File: config.mk
export PLATFORM = sky130hd
export DESIGN_NAME = mux_scan_seq
export DESIGN_NICKNAME = d
export VERILOG_FILES = /design/src/rtl/mux_scan_pkg.sv /design/src/rtl/step_timer.sv /design/src/rtl/mux_scan_seq.sv
export SDC_FILE = /design/constraint.sdc
export NUM_CORES = 1
export LEC_CHECK = 0
export ABC_AREA = 1
export CORE_MARGIN = 2
export CORE_UTILIZATION = 38
export DETAILED_ROUTE_END_ITERATION = 6
export PLACE_DENSITY = 0.75
export SLEW_MARGIN = 20
export SYNTH_ARGS = -nofsm -noshare
export SYNTH_HDL_FRONTEND = slang
export SYNTH_SLANG_ARGS = --single-unit
File: constraint.sdc
create_clock -name clk -period 2.85 [get_ports clk]
set_input_delay 0.4275 -clock clk [delete_from_list [all_inputs] [get_ports clk]]
set_output_delay 0.4275 -clock clk [all_outputs]
set_load 0.01 [all_outputs]
File: src/rtl/mux_scan_pkg.sv
// Shared types and sizes for the mux select-path scan sequencer.
// Select width and input count match the downstream 8:1 gate-level select stage.
package mux_scan_pkg;

    localparam int SEL_W        = 3;
    localparam int NUM_IN       = 8;
    localparam int STEP_CNT_W   = 4;
    localparam int STEP_DIV_MAX = 16;

    typedef enum logic {
        IDLE = 1'b0,
        SCAN = 1'b1
    } state_e;

    typedef logic [SEL_W-1:0] sel_t;

    function automatic logic is_last_sel(input sel_t s);
        return s == sel_t'(NUM_IN - 1);
    endfunction

endpackage

File: src/rtl/step_timer.sv
// STEP_DIV-modulo step counter: tick is combinational on the last count while enabled.
// Counter self-clears on tick; clr has priority and restarts the count from 0.
module step_timer
    import mux_scan_pkg::*;
#(
    parameter int STEP_DIV = 1
) (
    input  logic clk,
    input  logic rst_n,
    input  logic en,
    input  logic clr,
    output logic tick
);

    localparam logic [STEP_CNT_W-1:0] CNT_MAX = STEP_CNT_W'(STEP_DIV - 1);

    logic [STEP_CNT_W-1:0] cnt_q;
    logic [STEP_CNT_W-1:0] cnt_d;

    assign tick = en && (cnt_q == CNT_MAX);

    always_comb begin
        cnt_d = cnt_q;
        if (clr || tick) begin
            cnt_d = '0;
        end else if (en) begin
            cnt_d = cnt_q + 1'b1;
        end
    end

    always_ff @(posedge clk or negedge rst_n) begin
        if (!rst_n) begin
            cnt_q <= '0;
        end else begin
            cnt_q <= cnt_d;
        end
    end

    step_div_legal: assert property (@(posedge clk) (STEP_DIV >= 1 && STEP_DIV <= STEP_DIV_MAX))
        else $error("step_timer: STEP_DIV must be within 1..16");

endmodule

File: src/rtl/mux_scan_seq.sv
// Loads a word, walks {p,q,r} through 0..7 holding each index STEP_DIV cycles, streams sampled f.
// One word per 8*STEP_DIV+1 cycles; load_ready only in IDLE, load_valid ignored while scanning.
module mux_scan_seq
    import mux_scan_pkg::*;
#(
    parameter int STEP_DIV = 1
) (
    input  logic                clk,
    input  logic                rst_n,
    input  logic                load_valid,
    input  logic [NUM_IN-1:0]   load_data,
    output logic                load_ready,
    output logic [NUM_IN-1:0]   a,
    output logic                p,
    output logic                q,
    output logic                r,
    input  logic                f,
    output logic                ser_bit,
    output logic                ser_valid,
    output logic                ser_last,
    output logic                done,
    output logic                mismatch
);

    state_e              state_q, state_d;
    sel_t                sel_q, sel_d;
    logic [NUM_IN-1:0]   a_q, a_d;
    logic                ser_bit_q, ser_bit_d;
    logic                ser_valid_q, ser_valid_d;
    logic                ser_last_q, ser_last_d;
    logic                done_q, done_d;
    logic                mismatch_q, mismatch_d;

    logic                accept;
    logic                step_tick;

    assign accept = load_valid && (state_q == IDLE);

    step_timer #(
        .STEP_DIV (STEP_DIV)
    ) u_step_timer (
        .clk   (clk),
        .rst_n (rst_n),
        .en    (state_q == SCAN),
        .clr   (accept),
        .tick  (step_tick)
    );

    always_ff @(posedge clk or negedge rst_n) begin
        if (!rst_n) begin
            state_q <= IDLE;
        end else begin
            state_q <= state_d;
        end
    end

    always_comb begin
        state_d     = state_q;
        sel_d       = sel_q;
        a_d         = a_q;
        ser_bit_d   = ser_bit_q;
        ser_valid_d = 1'b0;
        ser_last_d  = 1'b0;
        done_d      = 1'b0;
        mismatch_d  = mismatch_q;
        unique case (state_q)
            IDLE: begin
                if (load_valid) begin
                    a_d        = load_data;
                    sel_d      = '0;
                    mismatch_d = 1'b0;
                    state_d    = SCAN;
                end
            end
            SCAN: begin
                if (step_tick) begin
                    ser_bit_d   = f;
                    ser_valid_d = 1'b1;
                    // Sticky self-check: the mux must return the bit we drove at this index.
                    if (f != a_q[sel_q]) begin
                        mismatch_d = 1'b1;
                    end
                    if (is_last_sel(sel_q)) begin
                        ser_last_d = 1'b1;
                        done_d     = 1'b1;
                        sel_d      = '0;
                        state_d    = IDLE;
                    end else begin
                        sel_d = sel_q + 1'b1;
                    end
                end
            end
            default: begin
                state_d = IDLE;
            end
        endcase
    end

    always_ff @(posedge clk or negedge rst_n) begin
        if (!rst_n) begin
            sel_q       <= '0;
            a_q         <= '0;
            ser_bit_q   <= 1'b0;
            ser_valid_q <= 1'b0;
            ser_last_q  <= 1'b0;
            done_q      <= 1'b0;
            mismatch_q  <= 1'b0;
        end else begin
            sel_q       <= sel_d;
            a_q         <= a_d;
            ser_bit_q   <= ser_bit_d;
            ser_valid_q <= ser_valid_d;
            ser_last_q  <= ser_last_d;
            done_q      <= done_d;
            mismatch_q  <= mismatch_d;
        end
    end

    // sel only leaves 0 in SCAN, so driving it straight out keeps {p,q,r}=0 in IDLE.
    assign load_ready = (state_q == IDLE);
    assign a          = a_q;
    assign p          = sel_q[2];
    assign q          = sel_q[1];
    assign r          = sel_q[0];
    assign ser_bit    = ser_bit_q;
    assign ser_valid  = ser_valid_q;
    assign ser_last   = ser_last_q;
    assign done       = done_q;
    assign mismatch   = mismatch_q;

endmodule

==> out/qor.yml, run 1 <==
ys_warn_count: 0
route.detailed.wl_per_inst_um: 10.95
finalMaxSlewViolations: 0
syn_inst: 109
critPathRequiredTime_ns: 2.42
min_to: "ser_bit$_DFFE_PN0P_"
clkSinkCount: 20
cts_buffer_depth: 2
tightest_slew_ns: 0.8721
cts_tree: "built"
fin_crit_sh_pct: 65.44
hold_viol: 0
whs_path_depth: 2
gr-total-overflow: 0
crit_chain: "inv_2 > clkdlybuf4s50_1"
ioPinCount: 29
post-place-ws_ns: 1.139
relSlewSlack_pct: 41.68
rr_startpoint: "u_step_timer.cnt_q[0]$_DFFE_PN0P_"
grt_pass1_wl_um: 3146
clkLatencyLatePin_ns: 0.29
arrival_ns: 1.44
core_area_mm2: 0.002410
fin_setup_tns_ns: 0
crit_path_end_kind: "primary output"
dieArea_mm2: 0.002890
p_int_mw: 0.7796
drive_gt1_share_pct: 7.246
antenna_cells: 0
syn-cell-area_um2: 940.9
fmax_mhz: 536.1
min-delay-path-class: "reg -> reg"
path_max_fanout: 7
status: "finished clean"
antenna_found_initial: 0
start_util_pct: 39.04
regToRegEndpoint: "state_q$_DFF_PN0_"
vdd_drop_max_uv: 640.2
p_sw_mw: 0.5115
r2r_cells: 7
rows: 18
hold_start: "ser_bit$_DFFE_PN0P_"
cp_slowest_cell: "clkdlybuf4s50_1"
die_w_um: 53.76
grt_setup_unrepaired: "no"
final_common_cell: "clkdlybuf4s50_1"
p_leak_nw: 0.5939
synth-seq-area-share_pct: 53.19
slowest_delay_ns: 0.54
first_global_vias: 760
first_pass_iters: 4
fin_worst_skew_ns: 0.0004654
timing.hold.ws_ns: 0.5118
io_buffers: 28
path_class: "reg -> out"
grt_usage_pct: 15.16
drc: 0
cts-root-buf: "clkbuf_4"
power_frac_clock_pct: 10.0
place_inst: 165
vias: 769
drt_iter0_drc: 12
grt_max_degree: 21
syn_avg_cell_area_um2: 8.632
final_cells: 168
setup_slack_ns: 0.9848
hpwl_um: 1446
path_clk_slew_ns: 0.10
startpoint_type: "flop"
p_seq_share_pct: 37.7
cap_violations: 0
comb_power_share_pct: 52.3
gp_congestion: 0.7575
swShare_pct: 39.62
via_per_inst: 4.577
total_power_mw: 1.291
h-tree-depth: 1
routed_wl_um: 1840
fin_crit_ns: 1.865
ctsResizeCount: 0
hold_buffers: 0
cellPowerDensity_mw_per_mm2: 1018
postCtsSetupBuffers: 0
ys_ff_latch: 20
fp.dieH_um: 53.76
setup_viol: 0
cts_made_buffers: 3
postRouteAntennaNets: 0
area_growth_pct: 34.84
layout_common_cells: "clkdlybuf4s50_1 (28), nand2_1 (26), dfrtp_1 (20)"
r2r_slack_ns: 1.46
ys_types: 17
finalNetCount: 156
syn_nets: 125
==> layout make-up <==
cell class              instances  area (um^2)
well taps                      30        37.54
flip-flops and latches         20        500.5
repair buffers                 28        280.3
inverters                      20        75.07
clock buffers                   3        22.52
fillers                       237         1141
multi-input cells              67        352.8
==> worst max-delay path: cells and delay by family, from the launching register on <==
family / cells / cell delay (ns)
DFF: 1 / 0.48
buffers and inverters: 2 / 0.67
==> state kept, by name, indices dropped and copies added (netlist names) <==
name and cells:
u_step_timer.cnt_q 4, sel_q 3, a 8, state_q 1, done 1, mismatch 1, ser_bit 1, ser_valid 1
==> synthesized netlist by cell type <==
library cell  instances  area share (%)
buf_2                 1            0.53
a21oi_1               2             1.1
inv_2                 2            0.80
nand2_1              26              10
ha_1                  4             5.3
nand4_1               1            0.67
buf_4                 1            0.80
nor2_4                2             2.4
o21ai_0              15             8.0
or2_2                 1            0.67
inv_1                18             7.2
o21ai_2               1            0.93
xor2_1                1            0.93
dfrtp_1              20              53
nand3_1              10             5.3
nor2_2                1            0.67
nor2_1                3             1.2
==> how the worst max path moves through the flow <==
stage | from | end | slack (ns) | depth (start not counted)
6_report | state_q$_DFF_PN0_ | load_ready | 0.98 | 2
5_1_grt | state_q$_DFF_PN0_ | load_ready | 0.91 | 2
4_1_cts | state_q$_DFF_PN0_ | load_ready | 0.97 | 2
3_5_place_dp | load_valid | a[4]$_DFFE_PN0P_ | 1.14 | 4
3_3_place_gp | load_valid | a[6]$_DFFE_PN0P_ | 1.20 | 4
2_1_floorplan | sel_q[0]$_DFFE_PN0P_ | state_q$_DFF_PN0_ | 1.66 | 5
==> metrics by stage <==
stage / instance area (um^2) / util [%]
after floorplan: 940.9 / -
after global placement: 1246 / 51.71
after detailed placement: 1246 / 51.71
after CTS: 1269 / 52.65
after global routing: 1269 / 52.65
final: 1269 / 52.65
==> per-layer routing <==
metal	wire length, um	part of all wire (%)	vias up	global-route usage [%]
li1	-	-	401	-
met1	752	41	348	17.11
met2	946	51	18	27.44
met3	132	7.2	2	5.556
met4	9	0.49	0	2.564
met5	0	0	-	0
==> power groups by stage <==
stage | logic (mW) | registers (mW) | clock network, mW
2_1_floorplan | 0.335 | 0.531 | 0
3_3_place_gp | 0.663 | 0.492 | 0
3_5_place_dp | 0.685 | 0.495 | 0
4_1_cts | 0.688 | 0.489 | 0.135
5_1_grt | 0.767 | 0.507 | 0.146
6_report | 0.675 | 0.487 | 0.130
==> cells by family after synthesis <==
| family | synth area share, % |
|---|---|
| buffers and inverters | 9.308 |
| flip-flops | 53.19 |
| AND/OR/NAND/NOR | 21.28 |
| adder cells (fa/ha/maj) | 5.319 |
| AO/OA/AOI/OAI | 9.973 |
| XOR/XNOR | 0.9310 |
Power figures use the tool's default switching activity.
==> run 2: changes to the inputs <==
==> constraint.sdc (replaced) <==
create_clock -name clk -period 1.9 [get_ports clk]
set_input_delay 0.285 -clock clk [delete_from_list [all_inputs] [get_ports clk]]
set_output_delay 0.285 -clock clk [all_outputs]
set_load 0.01 [all_outputs]
==> run 2 against run 1 <==
  * Worst setup slack worse by 0.79 ns
  * Sequential share of layout area down 0.46 points
  * Worst hold slack got worse by 0.20 ns
  * Clock power up 48%
  * Cell count rose by 1.2%
  * Critical path depth unchanged
  * Sequential power rose by 51%
  * First-iteration DRC count is 33% lower
  * Non-clock buffer count is 2 higher
  * Combinational power up 51%
  * Global-route usage rose by 0.13 points
  * Clock-buffer cell count is the same
==> out/qor.yml, run 2 (same netlist as run 1, synthesis figures left out) <==
swShare_pct: 39.53  # -0.091 points
setup_viol: 0  # unchanged
ctsResizeCount: 0  # unchanged
crit_path_end_kind: "primary output"
crit_chain: "inv_2 > clkdlybuf4s50_1"
cellPowerDensity_mw_per_mm2: 1513  # +49%
tightest_slew_ns: 0.2625  # -0.6096 ns
fin_crit_sh_pct: 89.80
path_clk_slew_ns: 0.11  # about the same
relSlewSlack_pct: 82.50  # +41 points
antenna_cells: 0  # unchanged
start_util_pct: 39.04  # unchanged
antenna_found_initial: 0  # unchanged
gr-total-overflow: 0  # unchanged
post-place-ws_ns: 0.5167  # -0.6227 ns
path_class: "reg -> out"
placed_cell_area_mm2: 0.001261  # +1.2%
grt_max_degree: 21  # unchanged
drc: 0  # unchanged
fin_worst_skew_ns: 0.008515  # +0.008049 ns
routed_wl_um: 1929  # +4.8%
grt_setup_unrepaired: "no"
cts_buffer_depth: 2  # unchanged
rows: 18  # unchanged
hold_buffers: 0  # unchanged
finalMaxSlewViolations: 0  # unchanged
vias: 784  # +2.0%
hpwl_um: 1501  # +3.8%
h-tree-depth: 1  # unchanged
critPathRequiredTime_ns: 1.62  # -0.80 ns
cap_violations: 0  # unchanged
startpoint_type: "flop"
cts_made_buffers: 3  # unchanged
fin_area_mm2: 0.001284  # +1.2%
comb_power_share_pct: 52.3  # about the same
min-delay-path-class: "in -> async"
final_common_cell: "clkdlybuf4s50_1"
power_frac_clock_pct: 9.9  # about the same
postCtsSetupBuffers: 0  # unchanged
route.detailed.wl_per_inst_um: 11.35  # +3.6%
grt_pass1_wl_um: 3174  # +0.89%
utilization_pct: 53.27  # +0.62 points
area_growth_pct: 36.44
vdd_drop_max_uv: 765.7  # +20%
cp_slowest_cell: "clkdlybuf4s50_1"
ioPinCount: 29  # unchanged
fmax_mhz: 586.1
finalNetCount: 158  # +1.3%
die_w_um: 53.76  # unchanged
arrival_ns: 1.42  # -0.02 ns
path_max_fanout: 7  # unchanged
hold_viol: 0  # unchanged
setup_slack_ns: 0.1938  # -0.7910 ns
core_area_mm2: 0.002410  # unchanged
drt_iter0_drc: 8  # -4
clkLatencyLatePin_ns: 0.29  # about the same
first_pass_iters: 4  # unchanged
largest_reg_flops: 8  # unchanged
layout_common_cells: "clkdlybuf4s50_1 (28), nand2_1 (26), dfrtp_1 (20)"
cts_tree: "built"
drive_gt1_share_pct: 8.571  # +1.3 points
clkSinkCount: 20  # unchanged
postRouteAntennaNets: 0  # unchanged
p_int_mw: 1.174  # +51%
p_seq_share_pct: 37.8  # about the same
io_buffers: 28  # unchanged
fp.dieH_um: 53.76  # unchanged
dieArea_mm2: 0.002890  # unchanged
status: "finished clean"
first_global_vias: 777  # +2.2%
grt_usage_pct: 15.29  # +0.13 points
p_leak_nw: 0.6042  # +1.7%
fin_setup_tns_ns: 0  # unchanged
fin_crit_ns: 1.706
via_per_inst: 4.612  # +0.75%
slowest_delay_ns: 0.54  # about the same
cts-root-buf: "clkbuf_4"
p_sw_mw: 0.7676  # +50%
gp_congestion: 0.7741  # +2.2%
-- run 2: cell count changes in the layout (fill, tap and decap cells not counted) --
cell / before / now
buf_4: 0 / 2
-- run 2: path summary, 6_finish.rpt --
kind,startpoint,endpoint,slack (ns),cells past startpoint
worst max-delay path,state_q$_DFF_PN0_,load_ready,0.19,2
worst min-delay path,rst_n,done$_DFF_PN0_,0.32,2
worst max register to register,u_step_timer.cnt_q[0]$_DFFE_PN0P_,sel_q[0]$_DFFE_PN0P_,0.55,7
worst min register to register,ser_bit$_DFFE_PN0P_,ser_bit$_DFFE_PN0P_,0.52,2
max in group asynchronous,rst_n,a[2]$_DFFE_PN0P_,1.36,2
min in group clk,ser_bit$_DFFE_PN0P_,ser_bit$_DFFE_PN0P_,0.52,2
-- run 2: per-layer routing --
layer / vias up / global-route usage (%) / share of wire, %
met5: - / 0 / 0
met4: 0 / 7.692 / 0.41
met3: 2 / 3.333 / 5.5
met2: 18 / 26.42 / 51
met1: 361 / 17.63 / 43
li1: 403 / - / -
-- run 2: power groups by stage --
stage	Clock [mW]	Combinational, mW	Sequential, mW
2_1_floorplan	0	0.502	0.797
3_3_place_gp	0	1.01	0.736
3_5_place_dp	0	1.03	0.746
4_1_cts	0.202	1.03	0.738
5_1_grt	0.223	1.14	0.757
6_report	0.192	1.02	0.734
-- run 2: area by class of cell --
| cell class | count | area [um^2] |
|---|---|---|
| clock buffer | 3 | 22.52 |
| fill | 222 | 1126 |
| inverter | 20 | 75.07 |
| multi-input combinational | 67 | 352.8 |
| sequential | 20 | 500.5 |
| tap | 30 | 37.54 |
| timing repair buffer | 30 | 295.3 |
-- run 2: critical path, delay by kind of cell (launching register included) --
kind                   cells  cell delay [ns]
buffers and inverters      2             0.66
flip-flops                 1             0.48
-- run 2: metrics by stage --
stage / cells / total power, mW / hold slack (ns)
finish: 170 / 1.942 / 0.3165
global route: 170 / 2.117 / 0.3359
floorplan: 109 / 1.299 / -0.01059
detailed placement: 167 / 1.777 / 0.5023
global placement: 167 / 1.743 / 0.4761
CTS: 170 / 1.974 / 0.3200
==> run 3: changes to the inputs <==
--- a/config.mk
+++ b/config.mk
@@ -6,10 +6,13 @@
 export NUM_CORES = 1
 export LEC_CHECK = 0
 export ABC_AREA = 1
+export CELL_PAD_IN_SITES_DETAIL_PLACEMENT = 0
+export CELL_PAD_IN_SITES_GLOBAL_PLACEMENT = 1
 export CORE_MARGIN = 2
-export CORE_UTILIZATION = 38
+export CORE_UTILIZATION = 33
 export DETAILED_ROUTE_END_ITERATION = 6
-export PLACE_DENSITY = 0.75
+export PLACE_DENSITY = 0.86
+export SKIP_CTS_REPAIR_TIMING = 1
 export SLEW_MARGIN = 20
 export SYNTH_ARGS = -nofsm -noshare
 export SYNTH_HDL_FRONTEND = slang
==> run 3 against run 2 <==
  * Combinational power is essentially flat
  * Via count grew 2.6%
  * Clock skew shrank 0.0021 ns
  * Non-clock buffer count is the same
  * Cell count grew 1.2%
  * Routed wire length grew 6.5%
  * Critical path depth is the same
  * Final area grew 1.2%
  * First-iteration DRC count grew 100%
  * Critical endpoint unchanged
  * Largest power group unchanged
==> out/qor.yml, run 3 (same netlist as run 1, synthesis figures left out) <==
antenna_found_initial: 0  # unchanged
largest_reg_flops: 8  # unchanged
drt_iter0_drc: 16  # +8
antenna_cells: 0  # unchanged
cts_tree: "built"
area_growth_pct: 38.03
slowest_delay_ns: 0.55  # about the same
r2r_slack_ns: 0.46  # -0.09 ns
final_cells: 172  # +1.2%
dieArea_mm2: 0.003294  # +14%
cap_violations: 0  # unchanged
tightest_slew_ns: 0.2613  # -0.001192 ns
grt_usage_pct: 13.96  # -1.3 points
die_w_um: 57.40  # +6.8%
vdd_drop_max_uv: 896.4  # +17%
clkLatencyLatePin_ns: 0.30  # about the same
h-tree-depth: 1  # unchanged
startpoint_type: "flop"
first_pass_iters: 4  # unchanged
post-place-ws_ns: 0.4949  # -0.02179 ns
routed_wl_um: 2055  # +6.5%
via_per_inst: 4.674  # +1.4%
io_buffers: 28  # unchanged
critPathRequiredTime_ns: 1.62  # about the same
crit_chain: "inv_2 > clkdlybuf4s50_1"
fmax_mhz: 575.9  # -1.7%
grt_max_degree: 21  # unchanged
cellPowerDensity_mw_per_mm2: 1544  # +2.1%
cts_buffer_depth: 2  # unchanged
gp_congestion: 0.7762  # +0.27%
p_sw_mw: 0.7898  # +2.9%
critPathTopFamily: "buffers and inverters"
first_global_vias: 851  # +9.5%
grt_pass1_wl_um: 3581  # +13%
clkSinkCount: 20  # unchanged
path_buf_inv: 2  # unchanged
setup_viol: 0  # unchanged
grt_setup_unrepaired: "no"
swShare_pct: 39.38  # -0.15 points
ioPinCount: 29  # unchanged
fin_setup_tns_ns: 0  # unchanged
fp.dieH_um: 57.40  # +6.8%
timing.hold.ws_ns: 0.3385  # +0.02202 ns
route.detailed.wl_per_inst_um: 11.95  # +5.3%
p_int_mw: 1.216  # +3.5%
drive_gt1_share_pct: 9.220  # +0.65 points
hold_viol: 0  # unchanged
hpwl_um: 1617  # +7.7%
cts_made_buffers: 3  # unchanged
fin_worst_skew_ns: 0.006415  # -0.002100 ns
arrival_ns: 1.45  # +0.03 ns
core_area_mm2: 0.002734  # +13%
postRouteAntennaNets: 0  # unchanged
finalMaxSlewViolations: 0  # unchanged
place_inst: 168  # +0.60%
gr-total-overflow: 0  # unchanged
fin_crit_sh_pct: 91.39  # +1.6 points
path_max_fanout: 7  # unchanged
cp_slowest_cell: "clkdlybuf4s50_1"
p_leak_nw: 0.6114  # +1.2%
p_seq_share_pct: 36.9  # -0.9 points
layout_common_cells: "clkdlybuf4s50_1 (28), nand2_1 (26), dfrtp_1 (20)"
final_common_cell: "clkdlybuf4s50_1"
vias: 804  # +2.6%
status: "finished clean"
start_util_pct: 34.42  # -4.6 points
cts-root-buf: "clkbuf_4"
setup_slack_ns: 0.1636  # -0.03023 ns
fin_crit_ns: 1.736  # +0.03023 ns
relSlewSlack_pct: 82.58  # about the same
path_class: "reg -> out"
power_frac_clock_pct: 12.2  # +2.3 points
crit_path_end_kind: "primary output"
path_clk_slew_ns: 0.11  # about the same
finalNetCount: 158  # unchanged
utilization_pct: 47.51  # -5.8 points
rows: 19  # +1
min-delay-path-class: "in -> async"
drc: 0  # unchanged
comb_power_share_pct: 51.0  # -1.3 points
[run 3: final cells by class]
| type | instances | area [um^2] |
|---|---|---|
| fill | 278 | 1435 |
| sequential | 20 | 500.5 |
| multi-input combinational | 67 | 352.8 |
| timing repair buffer | 30 | 295.3 |
| inverter | 20 | 75.07 |
| tap | 31 | 38.79 |
| clock buffer | 4 | 36.28 |
[run 3: final timing paths]
path	cells past startpoint	startpoint	end
max	2	state_q$_DFF_PN0_	load_ready
min	2	rst_n	sel_q[2]$_DFFE_PN0P_
max reg2reg	7	u_step_timer.cnt_q[0]$_DFFE_PN0P_	sel_q[1]$_DFFE_PN0P_
min reg2reg	2	ser_bit$_DFFE_PN0P_	ser_bit$_DFFE_PN0P_
max in group asynchronous	2	rst_n	a[2]$_DFFE_PN0P_
min in group clk	2	ser_bit$_DFFE_PN0P_	ser_bit$_DFFE_PN0P_
[run 3: routing by layer]
layer  routed length (um)  global-route usage, %  vias to the layer above
met3                  129                  3.628                        0
met1                  933                  16.76                      374
met2                  992                  23.86                       26
met4                    0                  5.316                        0
met5                    0                      0                        -
li1                     -                      -                      404
[run 3: power groups by stage]
stage | clock network [mW] | logic (mW) | registers (mW)
6_report | 0.245 | 1.02 | 0.739
5_1_grt | 0.271 | 1.15 | 0.771
4_1_cts | 0.255 | 1.05 | 0.740
3_5_place_dp | 0 | 1.04 | 0.750
3_3_place_gp | 0 | 1.02 | 0.737
2_1_floorplan | 0 | 0.502 | 0.797
[run 3: metrics by stage]
stage               area (um^2)  power [mW]
finish                     1299       2.006
CTS                        1299       2.041
global route               1299       2.197
global placement           1262       1.753
floorplan                 940.9       1.299
detailed placement         1262       1.792
[run 3: worst reg2reg max path, stage by stage, from the launching register on]
cell	delay [ns]
dfrtp_1	0.42
inv_1	0.10
ha_1	0.20
nand2_1	0.15
nor2_4	0.06
inv_2	0.12
o21ai_2	0.11
o21ai_0	0.20
